File: src/rtl/guess_round_controller.sv
// Round sequencer for a Bulls-and-Cows game: digit entry, validation, scoring window, result latch, win/lose.
// Optional DUP_CHECK_EN macro enables duplicate-digit rejection in the VALIDATE state.
module guess_round_controller #(
   parameter int MAX_ATTEMPTS  = 10,
   parameter int ATT_W         = 4,
   parameter int SETTLE_CYCLES = 2
) (
   input  logic              i_clk,
   input  logic              i_rst,
   input  logic              i_digit_valid,
   input  logic [3:0]        i_digit,
   input  logic              i_clear,
   input  logic              i_new_game,
   input  logic [3:0]        i_strike,
   input  logic [3:0]        i_ball,
   output logic [15:0]       o_guess,
   output logic [2:0]        o_entry_count,
   output logic              o_check_en,
   output logic              o_result_valid,
   output logic [3:0]        o_result_strike,
   output logic [3:0]        o_result_ball,
   output logic [ATT_W-1:0]  o_attempts,
   output logic              o_dup_err,
   output logic              o_win,
   output logic              o_lose
);

   localparam int SET_W = (SETTLE_CYCLES > 1) ? $clog2(SETTLE_CYCLES) : 1;
   localparam logic [SET_W-1:0] SETTLE_LAST = SET_W'(SETTLE_CYCLES - 1);
   localparam logic [ATT_W-1:0] ATT_MAX     = ATT_W'(MAX_ATTEMPTS);

   typedef enum logic [2:0] {
      S_ENTRY,
      S_VALIDATE,
      S_CHECK,
      S_REPORT,
      S_WIN,
      S_LOSE
   } state_t;

   state_t             r_state;
   state_t             w_next_state;
   logic [15:0]        r_guess;
   logic [2:0]         r_entry_count;
   logic [SET_W-1:0]   r_settle_cnt;
   logic [3:0]         r_result_strike;
   logic [3:0]         r_result_ball;
   logic [ATT_W-1:0]   r_attempts;
   logic               r_dup_err;
   logic               w_digit_ok;
   logic               w_settle_done;
   logic               w_dup;

   assign w_digit_ok    = i_digit_valid && (i_digit <= 4'd9);
   assign w_settle_done = (r_state == S_CHECK) && (r_settle_cnt == SETTLE_LAST);

`ifdef DUP_CHECK_EN
   assign w_dup = (r_guess[15:12] == r_guess[11:8]) ||
                  (r_guess[15:12] == r_guess[7:4])  ||
                  (r_guess[15:12] == r_guess[3:0])  ||
                  (r_guess[11:8]  == r_guess[7:4])  ||
                  (r_guess[11:8]  == r_guess[3:0])  ||
                  (r_guess[7:4]   == r_guess[3:0]);
`else
   assign w_dup = 1'b0;
`endif

   always_ff @(posedge i_clk) begin
      if (i_rst) begin
         r_state <= S_ENTRY;
      end else begin
         r_state <= w_next_state;
      end
   end

   always_comb begin
      w_next_state   = r_state;
      o_check_en     = 1'b0;
      o_result_valid = 1'b0;
      o_win          = 1'b0;
      o_lose         = 1'b0;
      case (r_state)
         S_CHECK:  o_check_en     = 1'b1;
         S_REPORT: o_result_valid = 1'b1;
         S_WIN:    o_win          = 1'b1;
         S_LOSE:   o_lose         = 1'b1;
         default:  ;
      endcase
      if (i_new_game) begin
         w_next_state = S_ENTRY;
      end else begin
         case (r_state)
            S_ENTRY: begin
               if (!i_clear && w_digit_ok && (r_entry_count == 3'd3)) begin
                  w_next_state = S_VALIDATE;
               end
            end
            S_VALIDATE: w_next_state = w_dup ? S_ENTRY : S_CHECK;
            S_CHECK: begin
               if (w_settle_done) begin
                  w_next_state = S_REPORT;
               end
            end
            // A strike of exactly 4 wins even on the final attempt.
            S_REPORT: begin
               if (r_result_strike == 4'd4) begin
                  w_next_state = S_WIN;
               end else if (r_attempts >= ATT_MAX) begin
                  w_next_state = S_LOSE;
               end else begin
                  w_next_state = S_ENTRY;
               end
            end
            default: ;
         endcase
      end
   end

   always_ff @(posedge i_clk) begin
      if (i_rst) begin
         r_guess         <= 16'hFFFF;
         r_entry_count   <= 3'd0;
         r_settle_cnt    <= '0;
         r_result_strike <= 4'd0;
         r_result_ball   <= 4'd0;
         r_attempts      <= '0;
         r_dup_err       <= 1'b0;
      end else if (i_new_game) begin
         r_guess         <= 16'hFFFF;
         r_entry_count   <= 3'd0;
         r_settle_cnt    <= '0;
         r_result_strike <= 4'd0;
         r_result_ball   <= 4'd0;
         r_attempts      <= '0;
         r_dup_err       <= 1'b0;
      end else begin
         r_dup_err    <= 1'b0;
         r_settle_cnt <= '0;
         case (r_state)
            S_ENTRY: begin
               if (i_clear) begin
                  r_guess       <= 16'hFFFF;
                  r_entry_count <= 3'd0;
               end else if (w_digit_ok) begin
                  case (r_entry_count[1:0])
                     2'd0:    r_guess[15:12] <= i_digit;
                     2'd1:    r_guess[11:8]  <= i_digit;
                     2'd2:    r_guess[7:4]   <= i_digit;
                     default: r_guess[3:0]   <= i_digit;
                  endcase
                  r_entry_count <= r_entry_count + 3'd1;
               end
            end
            S_VALIDATE: begin
               if (w_dup) begin
                  r_guess       <= 16'hFFFF;
                  r_entry_count <= 3'd0;
                  r_dup_err     <= 1'b1;
               end
            end
            S_CHECK: begin
               if (w_settle_done) begin
                  r_result_strike <= i_strike;
                  r_result_ball   <= i_ball;
                  if (r_attempts < ATT_MAX) begin
                     r_attempts <= r_attempts + 1'b1;
                  end
               end else begin
                  r_settle_cnt <= r_settle_cnt + 1'b1;
               end
            end
            S_REPORT: begin
               if (w_next_state == S_ENTRY) begin
                  r_guess       <= 16'hFFFF;
                  r_entry_count <= 3'd0;
               end
            end
            default: ;
         endcase
      end
   end

   assign o_guess         = r_guess;
   assign o_entry_count   = r_entry_count;
   assign o_result_strike = r_result_strike;
   assign o_result_ball   = r_result_ball;
   assign o_attempts      = r_attempts;
   assign o_dup_err       = r_dup_err;

endmodule

File: config.mk
export PLATFORM = sky130hd
export DESIGN_NAME = guess_round_controller
export DESIGN_NICKNAME = d
export VERILOG_FILES = /design/src/rtl/guess_round_controller.sv
export SDC_FILE = /design/constraint.sdc
export NUM_CORES = 1
export LEC_CHECK = 0
export CAP_MARGIN = 20
export CORE_AREA = 5 5 64 66
export DETAILED_ROUTE_END_ITERATION = 12
export DIE_AREA = 0 0 69 71
export PLACE_DENSITY_LB_ADDON = 0.2
export SYNTH_ARGS = -nofsm -noshare
export SYNTH_HDL_FRONTEND = slang
export SYNTH_SLANG_ARGS = --single-unit
File: constraint.sdc
create_clock -name i_clk -period 4.4 [get_ports i_clk]
set_clock_uncertainty 0.1 [all_clocks]
set_input_delay 0.88 -clock i_clk [delete_from_list [all_inputs] [get_ports i_clk]]
set_output_delay 0.88 -clock i_clk [all_outputs]
set_load 0.01 [all_outputs]
Word level (Yosys, flattened, before mapping)
Cells that the tools add are included.
{"block": "totals", "elab_cells": 73, "out_inout_bits": 36, "ff_bits": 35}
{"block": "classes", "n_eq_ne": 15, "n_reduce_logical": 19, "magnitude_cmp": 3, "addsub": 3, "bitwise_logic": 1, "mux": 22}
{"cell": "2-to-1 mux 16 bit", "n": 3}
{"cell": "case mux 16 bit (2 select lines)", "n": 1}
{"cell": "2-to-1 mux 3 bit", "n": 8}
{"cell": "2-to-1 mux 4 bit", "n": 4}
{"cell": "AND reduction 4 bit", "n": 4}
{"cell": "case mux 3 bit (4 select lines)", "n": 1}
{"cell": "== test 3 x 2 -> 1 bit (second input constant)", "n": 3}
{"cell": "inequality test 3 bit (second input constant)", "n": 3}
{"cell": "== test 3 bit (second input constant)", "n": 2}
{"cell": "zero test 3 bit", "n": 2}
{"cell": "inequality test 3 x 2 -> 1 bit (second input constant)", "n": 2}
{"cell": "case mux 3 bit (2 select lines)", "n": 1}
{"cell": "AND reduction 3 bit", "n": 2}
{"cell": "adder 4 x 1 -> 4 bit (second input constant)", "n": 1}
{"cell": "== test 4 x 3 -> 1 bit (second input constant)", "n": 1}
{"cell": ">= comparator 4 bit (second input constant)", "n": 1}
{"cell": "<= comparator 4 bit (second input constant)", "n": 1}
{"cell": "logical AND 1 bit", "n": 4}
{"cell": "less-than comparator 4 bit (second input constant)", "n": 1}
{"cell": "2-to-1 mux 1 bit", "n": 4}
{"cell": "OR reduction 4 bit", "n": 1}
{"cell": "adder 3 x 1 -> 3 bit (second input constant)", "n": 1}
{"cell": "== test 3 x 1 -> 1 bit (second input constant)", "n": 1}
{"cell": "OR reduction 3 bit", "n": 1}
{"cell": "other kinds (10)", "n": 10}

Longest topological paths before layout
{"block": "depth", "depth_word": 10, "depth_mapped": 7, "ltp_nobuf": 6}

Least setup slack after synthesis
No wires, ideal clock.
{"block": "synth_path", "kind": "input -> register", "startpoint": "input port i_digit[1]", "endpoint": "register r_guess[0] (netlist: o_guess[0])", "setup_ns": 0.144, "path_slack_ns": 2.349, "arrival_ns": 1.807, "required_ns": 4.156, "n_path_buf": 0, "path_stages": 4, "cell_sequence": "o21ai_0 a41oi_1 nor3_1 a21oi_1"}
{"block": "synth_between", "elab_chain_cells": 10, "elab_cells_between_ends": 11}
{"item": "start, declared", "line_no": "11", "rtl": "input logic [3:0] i_digit,"}
{"item": "<= comparator 4 bit *", "line_no": "54", "rtl": "assign w_digit_ok = i_digit_valid && (i_digit <= 4'd9);"}
{"item": "logical AND 1 bit *", "line_no": "54"}
{"item": "logical AND 1 bit (2 in series)", "line_no": "94", "rtl": "if (!i_clear && w_digit_ok && (r_entry_count == 3'd3)) begin"}
{"item": "2-to-1 mux 3 bit", "line_no": "94"}
{"item": "case mux 3 bit (4 select lines)", "line_no": "92", "rtl": "case (r_state)"}
{"item": "2-to-1 mux 3 bit", "line_no": "89", "rtl": "if (i_new_game) begin"}
{"item": "zero test 3 bit", "line_no": "173", "rtl": "if (w_next_state == S_ENTRY) begin"}
{"item": "inequality test 2 bit (no line)"}
{"item": "AND reduction 4 bit (no line) *"}
{"item": "end signal, assigned", "line_no": "149", "rtl": "default: r_guess[3:0] <= i_digit;"}
{"item": "end, declared", "line_no": "43", "rtl": "logic [15:0] r_guess;"}
Every way passes the cells marked *; elsewhere a longest branch is shown, timed or not.
A chain may end at the register's enable or synchronous reset.

Final worst setup path
{"block": "layout_path", "startpoint": "register r_state[1]", "endpoint": "output port o_check_en"}
{"block": "layout_between", "elab_chain_cells": 2}
{"item": "start, declared", "line_no": "41", "rtl": "state_t r_state;"}
{"item": "start signal, assigned", "line_no": "72", "rtl": "r_state <= w_next_state;"}
{"item": "== test 3 x 2 -> 1 bit", "line_no": "82", "rtl": "case (r_state)"}
{"item": "2-to-1 mux 1 bit", "line_no": "82"}
{"item": "end, declared", "line_no": "18", "rtl": "output logic o_check_en,"}
No other way between the ends.

==> impl_metrics.env <==
export IMPL_first_iter_violations=74
export IMPL_critPathArrivalTime_ns=1.84
export IMPL_clk_pin_slew_ns=0.11
export IMPL_numPortBuffers=51
export IMPL_drv_cap=0
export IMPL_clockRootBuffer="clkbuf_4"
export IMPL_hp_start="o_result_ball[2]"
export IMPL_tritoncts="yes"
export IMPL_dp_slack_ns=1.526
export IMPL_grt_max_degree=20
export IMPL_worst_slack_ns=1.581
export IMPL_whs_path_depth=2
export IMPL_synthCells=189
export IMPL_period_share=0.6407
export IMPL_fin_area_um2=2237
export IMPL_die_y_um=71
export IMPL_drive_above_1_share=0.06276
export IMPL_postCtsSetupBuffers=0
export IMPL_drtAntennaViolNets=0
export IMPL_run_status="complete, no violations"
export IMPL_route_detailed_drc=0
export IMPL_power_total_mw=0.6601
export IMPL_clock_latency_ns=0.34
export IMPL_syn_avg_cell_area_um2=8.547
export IMPL_cts_sinks=35
export IMPL_numCtsBuffers=5
export IMPL_synth_area_um2=1615
export IMPL_slew_headroom=0.4869
export IMPL_core_area_um2=3523
export IMPL_wire_per_inst_um=13.66
export IMPL_final_nets=263
export IMPL_die_area_um2=4899
export IMPL_synth_edf_count=0
export IMPL_min_to="o_result_ball[2]"
export IMPL_start_util=0.4585
export IMPL_rows=22
export IMPL_crit_required_ns=3.42
export IMPL_antenna_found_initial=0
export IMPL_layout_common_cells="clkdlybuf4s50_1, dfxtp_1, a21oi_1"
export IMPL_hold_violations=0
export IMPL_final_core_util=0.6349
export IMPL_fin_setup_tns_ns=0
export IMPL_via_per_inst=5.223
export IMPL_report_final_slew_viol_count=0
export IMPL_worst_setup_path_end_kind="output pin"
export IMPL_n_fill_cell=343
export IMPL_synthToLayoutAreaGrowth_pct=38.50
export IMPL_p_leak_nw=0.7929
export IMPL_layout_commonest_cell="clkdlybuf4s50_1"
export IMPL_num_antenna_cells=0
export IMPL_routed_wl_um=3921
export IMPL_rsz0062_at_grt="false"
export IMPL_hold_path_class="flop to flop"
export IMPL_peakVddDrop_v=0.0002115
export IMPL_yosysWarnings=0
export IMPL_grt_total_usage=0.1604
export IMPL_ys_flop_type="dfxtp_1"
export IMPL_crit_type="flop to output pin"
export IMPL_io_pins=53
export IMPL_reg2reg_depth=6
export IMPL_postCtsHoldBufs=0
export IMPL_setup_viol=0
export IMPL_finalNonFillerCells=287
export IMPL_synth_yosys_seq_area_share=0.4338
export IMPL_grt_pass1_wl_um=6423
export IMPL_gp_congestion=0.7942
export IMPL_die_w_um=69
export IMPL_synthesis_nets=214
export IMPL_clock_path_buffers=2
export IMPL_placed_area_um2=2136
export IMPL_start_kind="flop"
export IMPL_reg2reg_from="o_attempts[0]"
export IMPL_grt_overflow=0
export IMPL_fmax_mhz=354.7
export IMPL_rrSetupSlack_ns=2.33
export IMPL_synth_seq_cells=35
export IMPL_min_period_ns=2.819
export IMPL_async_flop_share=0
export IMPL_worst_pin_slew_ns=0.7696
export IMPL_ys_types=35
export IMPL_drtPass1Iterations=4
export IMPL_power_density_nw_per_um2=295.1
export IMPL_h_tree_depth=2
export IMPL_worstPathMaxFanout=8
export IMPL_placed_cells=279
export IMPL_first_global_vias=1380
export IMPL_post_dp_hpwl_um=2794
export IMPL_regToRegEndpoint="o_guess[10]"
export IMPL_hold_ws_ns=0.3608
export IMPL_post_cts_resized=0
export IMPL_via_count=1499
[layer usage]
layer / wire length (um) / up-vias / track usage
li1: - / 761 / -
met1: 1700 / 690 / 0.1890
met2: 1804 / 41 / 0.2542
met3: 350 / 7 / 0.07244
met4: 64 / 0 / 0.06508
met5: 0 / - / 0
[logic make-up (layout without fill, tap and decap cells)]
family,count (synthesis),in the layout,synth area share
simple gates,79,79,0.2549
xor+xnor,2,2,0.01085
fa+ha+maj,8,8,0.06197
compound gates,46,46,0.1844
flops,35,35,0.4338
buf+inv,18,68,0.05190
other cells,1,1,0.002322
[power breakdown]
part	internal (mW)	switching (mW)	total (mW)
Sequential	0.320	0.00207	0.322
Combinational	0.0245	0.0262	0.0507
Clock	0.177	0.110	0.287
Total	0.522	0.138	0.660
[cell usage after synthesis (4+ instances only)]
cell type  instances  share of area
dfxtp_1           35           0.43
a21oi_1           26          0.081
nand2_1           25          0.058
nor2_1            19          0.044
nor3_1            18          0.056
inv_1              9          0.021
ha_1               8          0.062
o21ai_0            5          0.015
a41oi_1            4          0.022
buf_2              4          0.012
nor3b_1            4          0.019
[worst max path at each step]
stage                             end  cells past startpoint       start
after floorplan            o_guess[0]                      4  i_digit[1]
after global placement    o_guess[14]                      5  i_digit[2]
after detailed placement  o_guess[13]                      5  i_digit[1]
after CTS                  o_check_en                      2  r_state[1]
after global routing       o_check_en                      2  r_state[1]
final                      o_check_en                      2  r_state[1]
[sequential cells by signal, summed over array words and instances, names as in the netlist]
name,cells
o_guess,16
r_state,3
o_entry_count,3
o_attempts,4
o_result_ball,4
r_settle_cnt,1
o_result_strike,4
[worst max-delay path, stage by stage (launching register included)]
cell and delay, ns:
dfxtp_1 0.55, nor3b_1 0.33, clkdlybuf4s50_1 0.62
[cell type report]
class	count	area [um2]	share of cell area
inverters	9	33.78	0.01510
repair buffers	51	510.5	0.2282
multi-input cells	136	830.8	0.3714
clock inverters	2	60.06	0.02685
well taps	48	60.06	0.02685
flip-flops and latches	35	700.7	0.3132
clock buffers	6	41.29	0.01846
Power figures use the tool's default switching activity.
